File: src/rtl/load_store_unit_pkg.sv
// Shared types and lane helpers for the load/store unit: size codes, FSM states,
// and the byte-lane position of a sub-word access inside a 32-bit memory word.
package load_store_unit_pkg;

    typedef enum logic [1:0] {
        SZ_BYTE    = 2'b00,
        SZ_HALF    = 2'b01,
        SZ_WORD    = 2'b10,
        SZ_ILLEGAL = 2'b11
    } size_e;

    typedef enum logic [1:0] {
        ST_IDLE,
        ST_READ,
        ST_WRITE,
        ST_RESP
    } state_e;

    localparam int WORD_W = 32;

    // Bit position of the low end of the addressed lane, counted from bit 0.
    function automatic logic [4:0] lane_shift(input logic [1:0] size,
                                              input logic [1:0] offset,
                                              input logic       big_endian);
        logic [1:0] lane;
        if (size == SZ_HALF) begin
            lane = big_endian ? (2'd2 - {offset[1], 1'b0}) : {offset[1], 1'b0};
        end else begin
            lane = big_endian ? (2'd3 - offset) : offset;
        end
        return {lane, 3'b000};
    endfunction

    function automatic logic is_misaligned(input logic [1:0] size, input logic [1:0] offset);
        return (size == SZ_ILLEGAL) ||
               (size == SZ_HALF && offset[0]) ||
               (size == SZ_WORD && offset != 2'b00);
    endfunction

endpackage

File: src/rtl/load_store_unit_lane_align.sv
// Combinational lane logic: extracts and extends load data from a memory word,
// and merges right-justified store data into the addressed lanes of a word.
module lsu_lane_align
    import load_store_unit_pkg::*;
#(
    parameter bit BIG_ENDIAN = 1'b1
) (
    input  logic [1:0]  size,
    input  logic        is_signed,
    input  logic [1:0]  offset,
    input  logic [31:0] mem_word,
    input  logic [31:0] wdata,
    output logic [31:0] load_data,
    output logic [31:0] merged_word
);

    logic [4:0]  shift;
    logic [31:0] shifted;
    logic [31:0] lane_mask;

    always_comb begin
        shift     = lane_shift(size, offset, BIG_ENDIAN);
        shifted   = mem_word >> shift;
        load_data = mem_word;
        lane_mask = 32'h0000_FFFF << shift;
        case (size)
            SZ_BYTE: begin
                load_data = {{24{is_signed & shifted[7]}}, shifted[7:0]};
                lane_mask = 32'h0000_00FF << shift;
            end
            SZ_HALF: begin
                load_data = {{16{is_signed & shifted[15]}}, shifted[15:0]};
            end
            default: begin
                load_data = mem_word;
            end
        endcase
        // Word stores never come through here for merging, but keep the result sane.
        if (size == SZ_WORD) begin
            merged_word = wdata;
        end else begin
            merged_word = (mem_word & ~lane_mask) | ((wdata << shift) & lane_mask);
        end
    end

endmodule

File: src/rtl/load_store_unit.sv
// Load/store unit: accepts one byte/half/word request at a time and turns it into
// word-wide datamemory accesses, using read-modify-write for sub-word stores.
module load_store_unit
    import load_store_unit_pkg::*;
#(
    parameter int ADDR_WIDTH = 32,
    parameter bit BIG_ENDIAN = 1'b1
) (
    input  logic                  clk,
    input  logic                  reset_n,
    input  logic                  req_valid,
    output logic                  req_ready,
    input  logic                  req_write,
    input  logic [1:0]            req_size,
    input  logic                  req_signed,
    input  logic [ADDR_WIDTH-1:0] req_addr,
    input  logic [31:0]           req_wdata,
    output logic                  resp_valid,
    output logic [31:0]           resp_rdata,
    output logic                  resp_error,
    output logic [31:0]           mem_address,
    output logic                  mem_read_en,
    output logic                  mem_write_en,
    output logic [31:0]           mem_data_in,
    input  logic [31:0]           mem_data_out
);

    state_e      state_q, state_d;
    logic        write_q, write_d;
    logic [1:0]  size_q, size_d;
    logic        signed_q, signed_d;
    logic [1:0]  offset_q, offset_d;
    logic [31:0] wdata_q, wdata_d;
    logic [31:0] mem_address_q, mem_address_d;
    logic        mem_read_en_q, mem_read_en_d;
    logic        mem_write_en_q, mem_write_en_d;
    logic [31:0] mem_data_in_q, mem_data_in_d;
    logic        resp_valid_q, resp_valid_d;
    logic [31:0] resp_rdata_q, resp_rdata_d;
    logic        resp_error_q, resp_error_d;

    logic [ADDR_WIDTH-1:0] word_index;
    logic [31:0]           load_data;
    logic [31:0]           merged_word;

    assign word_index = req_addr >> 2;

    lsu_lane_align #(
        .BIG_ENDIAN (BIG_ENDIAN)
    ) u_lane_align (
        .size        (size_q),
        .is_signed   (signed_q),
        .offset      (offset_q),
        .mem_word    (mem_data_out),
        .wdata       (wdata_q),
        .load_data   (load_data),
        .merged_word (merged_word)
    );

    always_comb begin
        state_d        = state_q;
        write_d        = write_q;
        size_d         = size_q;
        signed_d       = signed_q;
        offset_d       = offset_q;
        wdata_d        = wdata_q;
        mem_address_d  = mem_address_q;
        mem_read_en_d  = 1'b0;
        mem_write_en_d = 1'b0;
        mem_data_in_d  = '0;
        resp_valid_d   = 1'b0;
        resp_rdata_d   = '0;
        resp_error_d   = 1'b0;

        case (state_q)
            ST_IDLE: begin
                if (req_valid) begin
                    write_d       = req_write;
                    size_d        = req_size;
                    signed_d      = req_signed;
                    offset_d      = req_addr[1:0];
                    wdata_d       = req_wdata;
                    mem_address_d = 32'(word_index);
                    if (is_misaligned(req_size, req_addr[1:0])) begin
                        state_d      = ST_RESP;
                        resp_valid_d = 1'b1;
                        resp_error_d = 1'b1;
                    end else if (req_write && req_size == SZ_WORD) begin
                        state_d        = ST_WRITE;
                        mem_write_en_d = 1'b1;
                        mem_data_in_d  = req_wdata;
                    end else begin
                        state_d       = ST_READ;
                        mem_read_en_d = 1'b1;
                    end
                end
            end
            ST_READ: begin
                if (write_q) begin
                    state_d        = ST_WRITE;
                    mem_write_en_d = 1'b1;
                    mem_data_in_d  = merged_word;
                end else begin
                    state_d      = ST_RESP;
                    resp_valid_d = 1'b1;
                    resp_rdata_d = load_data;
                end
            end
            ST_WRITE: begin
                state_d      = ST_RESP;
                resp_valid_d = 1'b1;
            end
            default: begin
                state_d = ST_IDLE;
            end
        endcase
    end

    always_ff @(posedge clk) begin
        if (!reset_n) begin
            state_q        <= ST_IDLE;
            write_q        <= 1'b0;
            size_q         <= '0;
            signed_q       <= 1'b0;
            offset_q       <= '0;
            wdata_q        <= '0;
            mem_address_q  <= '0;
            mem_read_en_q  <= 1'b0;
            mem_write_en_q <= 1'b0;
            mem_data_in_q  <= '0;
            resp_valid_q   <= 1'b0;
            resp_rdata_q   <= '0;
            resp_error_q   <= 1'b0;
        end else begin
            state_q        <= state_d;
            write_q        <= write_d;
            size_q         <= size_d;
            signed_q       <= signed_d;
            offset_q       <= offset_d;
            wdata_q        <= wdata_d;
            mem_address_q  <= mem_address_d;
            mem_read_en_q  <= mem_read_en_d;
            mem_write_en_q <= mem_write_en_d;
            mem_data_in_q  <= mem_data_in_d;
            resp_valid_q   <= resp_valid_d;
            resp_rdata_q   <= resp_rdata_d;
            resp_error_q   <= resp_error_d;
        end
    end

    // The write strobe is masked by reset so a reset landing in WRITE never commits to memory.
    assign mem_write_en = mem_write_en_q & reset_n;
    assign mem_data_in  = mem_data_in_q & {32{reset_n}};
    assign mem_read_en  = mem_read_en_q;
    assign mem_address  = mem_address_q;
    assign req_ready    = (state_q == ST_IDLE);
    assign resp_valid   = resp_valid_q;
    assign resp_rdata   = resp_rdata_q;
    assign resp_error   = resp_error_q;

endmodule

File: config.mk
export PLATFORM = sky130hd
export DESIGN_NAME = load_store_unit
export DESIGN_NICKNAME = d
export VERILOG_FILES = /design/src/rtl/load_store_unit_pkg.sv /design/src/rtl/load_store_unit_lane_align.sv /design/src/rtl/load_store_unit.sv
export SDC_FILE = /design/constraint.sdc
export NUM_CORES = 1
export LEC_CHECK = 0
export CORE_MARGIN = 2
export CORE_UTILIZATION = 35
export CTS_CLUSTER_SIZE = 40
export DETAILED_ROUTE_END_ITERATION = 8
export GPL_ROUTABILITY_DRIVEN = 0
export PLACE_DENSITY_LB_ADDON = 0.3
export SYNTH_ARGS = -nofsm -noshare
export SYNTH_HDL_FRONTEND = slang
export SYNTH_SLANG_ARGS = --single-unit
File: constraint.sdc
create_clock -name clk -period 2.2 [get_ports clk]
set_input_delay 0.66 -clock clk [delete_from_list [all_inputs] [get_ports clk]]
set_output_delay 0.66 -clock clk [all_outputs]
set_load 0.05 [all_outputs]
### Word-level counts from Yosys, hierarchy flattened

Cells that the tools add are included.

| storage, ports and cells | value |
|---|---|
| bits of input ports | 103 |
| output and inout port bits | 101 |
| logic and storage cells | 75 |
| flip-flop bits (word level) | 138 |

| cells by class | value |
|---|---|
| equal/unequal tests | 8 |
| shifts and indexed selects | 4 |
| mux-type cells | 24 |
| reduce and logical (&&, ||, !) cells | 12 |
| add/sub/neg operators | 2 |
| bitwise operators | 12 |

Operators with widths:

| kind | count |
|---|---|
| 32-bit 2-to-1 mux | 6 |
| 32-bit one-hot mux with 2 select lines | 2 |
| 32-bit AND | 3 |
| 32-bit inverter | 1 |
| 32-bit OR | 1 |
| 16-bit by 5-bit left shift with 32-bit output, first input constant | 1 |
| 32-bit by 5-bit left shift with 32-bit output | 1 |
| 8-bit by 5-bit left shift with 32-bit output, first input constant | 1 |
| 32-bit by 5-bit >> shifter with 16-bit output | 1 |
| 1-bit 2-to-1 mux | 9 |
| 2-bit == test, second input constant | 4 |
| 2-bit 2-to-1 mux | 4 |
| 2-bit by 1-bit == test with 1-bit output, second input constant | 3 |
| 2-bit one-hot mux with 3 select lines | 1 |
| 2-bit logical NOT | 2 |
| 1-bit inverter | 4 |
| 2-bit AND reduction | 2 |
| 4-bit OR reduction | 1 |
| 2-bit subtractor, first input constant | 2 |
| 1-bit AND | 3 |
| 1-bit logical AND | 3 |
| 1-bit one-hot mux with 3 select lines | 1 |
| 3-bit OR reduction | 1 |
| 1-bit logical OR | 2 |
| 3 further kinds | 3 |

### Logic depth before layout (Yosys ltp)

| logic depth | value |
|---|---|
| depth in word-level cells | 10 |
| depth in mapped cells | 8 |
| gate-level depth less buffers | 7 |

### Cells and area by module

Synthesis repeated with hierarchy kept, for this count alone.

| second synthesis, totals | value |
|---|---|
| cells, all modules | 857 |
| area, all modules | 6871.6 µm² |

By module, submodules not included:

| module | instances | area an instance (µm²) | seq. area each (µm²) | cells each |
|---|---|---|---|---|
| load_store_unit | 1 | 5197.5 | 2762.6 | 591 |
| lsu_lane_align | 1 | 1674.1 | 0.0 | 266 |

### Worst setup path after synthesis

Ideal clock, no wire load.

| timing | value |
|---|---|
| path type | input port to output port |
| from | in reset_n |
| to | out mem_data_in[10] |
| path slack | -0.182 ns |
| data required time | 1.540 ns |
| cell stages on the path | 4 |
| arrival time | 1.722 ns |
| cell sequence | buf_2 -> clkbuf_1 -> clkbuf_1 -> and2_1 |

| on the way | value |
|---|---|
| longest elaborated chain between the ends | 1 |

Ends and longest elaborated chain:

| what | line | text |
|---|---|---|
| from (decl) | load_store_unit.sv:10 | `input logic reset_n,` |
| 32-bit AND | load_store_unit.sv:153 | `assign mem_data_in = mem_data_in_q & {32{reset_n}};` |
| to (decl) | load_store_unit.sv:24 | `output logic [31:0] mem_data_in,` |

No other way between the ends.

### Worst setup path after layout

| timing | value |
|---|---|
| from | reg state_q[0] |
| to | out req_ready |

| on the way | value |
|---|---|
| longest elaborated chain between the ends | 1 |

Ends and longest elaborated chain:

| what | line | text |
|---|---|---|
| from (decl) | load_store_unit.sv:28 | `state_e state_q, state_d;` |
| from (signal assigned) | load_store_unit.sv:135 | `state_q <= state_d;` |
| 2-bit logical NOT | load_store_unit.sv:156 | `assign req_ready = (state_q == ST_IDLE);` |
| to (decl) | load_store_unit.sv:12 | `output logic req_ready,` |

No other way between the ends.

==> results.tsv <==
metric	value	unit
vias_per_cell	5.19	
p_per_area	919	nW/µm²
crit_chain	inv_1, ha_1, buf_12	
crit_required	1.54	ns
fin_crit_sh	92.7	%
drt-total-wl	20400	µm
grt_max_degree	45	
crit_cells	3	
arrival	1.38	ns
die_area	18900	µm²
ys_seq_area_share	44.3	%
wl_met2	9210	µm
post-route-drc-count	0	
worstMarginPinSlew	0.661	ns
maxSlewViolCount	0	
final_cell_mix	182 x nand2_1, 138 x dfxtp_1, 101 x clkdlybuf4s50_1, 68 x a21boi_0, 55 x buf_4	
die_x	138	µm
min_path_type	register to register	
setup_viol	0	
first_iter_violations	455	
cp-start-kind	register	
cp_num_buf_inv	2	
clock_skew	0.00654	ns
end_kind	output port	
grt_pass1_vias	5891	
drtPass1Iterations	5	
dr_wl_met3	1850	µm
layout_commonest_cell	nand2_1	
min_period	2.04	ns
status	finished, final reports clean	
dp_hpwl	15000	µm
r2r_start	size_q[0]	
synth_seq_cells	138	
cts_hold_buf	0	
seq_area	2760	µm²
vias	6183	
coreArea	17400	µm²
min_from	mem_address[17]	
rsz0062_at_grt	false	
syn2layout_area_growth	54.1	%
htree_levels	4	
boundaryPins	204	
timing_worst_setup_path_type	register to output port	
place_ws	-0.0160	ns
leakage	4.13	nW
cts_made_buffers	17	
root_buffer	clkbuf_16	
worst_path_max_delay_cell	dfxtp_1	
syn_area_per_cell	8.40	µm²
irDropWorstVdd	651	µV
layout.nets	1061	
grt_pass1_wl	31800	µm
cts_sinks	138	
ant_nets	0	
crit_family	flip-flops	
path_max_fanout	6	
setup_slack	0.162	ns
synthCells	743	
relSlewSlack	55.6	%
netlist_area	6240	µm²
dp.cells	1160	
die_h	138	µm
hold_viol_final	0	
startpoint	state_q[0]	
multiInputGateArea	3190	µm²
fillers	1584	
grt_overflow_total	0	
yosys_warnings	0	
grtUsageTotal	21.9	%
post_synth_num_cell_types	57	
diodes	0	
stdcell_count	1192	
drive_gt1_share	18.6	%
regToRegSetupSlack	0.31	ns
slowest_delay	0.37	ns
port_buffers	201	
maxCapViolations	0	
wire_per_inst	17.1	µm
initial_utilization	36.0	%
clk_latency	0.42	ns
routed.top_layer	met4	
path_clk_slew	0.06	ns
drt-met1-wl	8770	µm
cts_tree	built	
hold_depth	2	
worst_r2r_path_depth	5	
rows	48	
antenna_found_initial	0	
fmax	491	MHz
cts.path.max_buffers	2	
## cell usage after synthesis, drive strengths merged
| cell type | n | area, µm² |
|---|---|---|
| nor3 | 8 | 40.0 |
| mux2 | 2 | 22.5 |
| buf | 30 | 191 |
| or2 | 2 | 12.5 |
| o21ai | 13 | 76.3 |
| o21a | 2 | 15.0 |
| o31ai | 1 | 7.51 |
| nand4b | 1 | 8.76 |
| inv | 5 | 28.8 |
| nand2b | 4 | 25.0 |
| ha | 4 | 50.1 |
| mux4 | 2 | 45.0 |
| a32oi | 1 | 8.76 |
| nand3 | 8 | 40.0 |
| a211oi | 7 | 52.6 |
| nor3b | 2 | 15.0 |
| nor4 | 1 | 12.5 |
| o22ai | 32 | 200 |
| a221o | 8 | 80.1 |
| dfxtp | 138 | 2760 |
| xor2 | 1 | 8.76 |
| mux2i | 8 | 80.1 |
| nor2b | 5 | 38.8 |
| and3 | 9 | 56.3 |
| or4 | 5 | 37.5 |
| a22oi | 9 | 67.6 |
| a221oi | 1 | 8.76 |
| o221ai | 16 | 140 |
| nor4bb | 1 | 10.0 |
| o311ai | 1 | 8.76 |
| o31a | 1 | 8.76 |
| a22o | 8 | 70.1 |
| conb | 1 | 3.75 |
| nand2 | 184 | 693 |
| clkbuf | 31 | 116 |
| or3 | 1 | 6.26 |
| and2 | 35 | 219 |
| a21boi | 70 | 533 |
| a31oi | 1 | 6.26 |
| a32o | 3 | 30.0 |
| a21o | 9 | 75.1 |
| a21oi | 37 | 193 |
| a2bb2oi | 1 | 8.76 |
| nor2 | 34 | 128 |
## registers in the layout, summed over array words and instances, names as in the netlist
| name | cells |
|---|---|
| mem_address | 30 |
| mem_data_in_q | 32 |
| mem_read_en | 1 |
| mem_write_en_q | 1 |
| offset_q | 2 |
| resp_error | 1 |
| resp_rdata | 32 |
| resp_valid | 1 |
| signed_q | 1 |
| size_q | 2 |
| state_q | 2 |
| wdata_q | 32 |
| write_q | 1 |
## per-layer routing
layer | vias up | GRT usage [%]
li1 | 3021 | -
met1 | 2854 | 27.8
met2 | 276 | 34.4
met3 | 32 | 7.25
met4 | 0 | 8.25
met5 | - | 0
## final cells by class
class                           count  area share [%]
Clock inverter                     11            1.24
Clock buffer                       21            5.00
Inverter                            5           0.299
Tap cell                          225            2.93
Multi-Input combinational cell    540            33.2
Timing Repair Buffer              252            28.7
Sequential cell                   138            28.7
## per-stage QoR
step	utilization [%]	total power, mW	setup TNS [ns]	hold WS (ns)	area, µm²
4_1_cts	55.2	8.89	0	0.461	9590
6_report	55.4	8.84	0	0.459	9620
3_3_place_gp	52.1	6.05	0	0.447	9040
2_1_floorplan	-	4.93	-1.71	0.440	6280
3_5_place_dp	52.1	6.07	-0.0635	0.453	9040
5_1_grt	55.4	9.27	0	0.481	9620
## worst register-to-register path: stages, from the launching register on
cell and delay, ns:
dfxtp_1 0.39, buf_4 0.26, a21oi_2 0.46, nor2_1 0.14, or4_1 0.42, a21oi_1 0.15
## power breakdown
group	internal, mW	switching (mW)
registers	2.79	0.213
logic	1.09	1.87
clock network	1.78	1.10
## logic make-up after synthesis
| kind of cell | after synthesis | synth area share (%) |
|---|---|---|
| AND/OR/NAND/NOR | 300 | 21.5 |
| adder cells (fa/ha/maj) | 4 | 0.802 |
| other | 1 | 0.0601 |
| flip-flops | 138 | 44.3 |
| buffers and inverters | 66 | 5.39 |
| XOR/XNOR | 1 | 0.140 |
| AO/OA/AOI/OAI | 221 | 25.5 |
| multiplexers | 12 | 2.37 |
## final timing paths
check               endpoint
min reg2reg  mem_address[17]
max reg2reg    resp_rdata[2]
min          mem_address[17]
max                req_ready
## repair_timing
action,in CTS,in global routing
endpoints found under the setup margin,43,12
resized for setup,43,12
gates cloned,0,0
setup buffers,0,0
No activity file was read; power rests on OpenSTA's default activity.
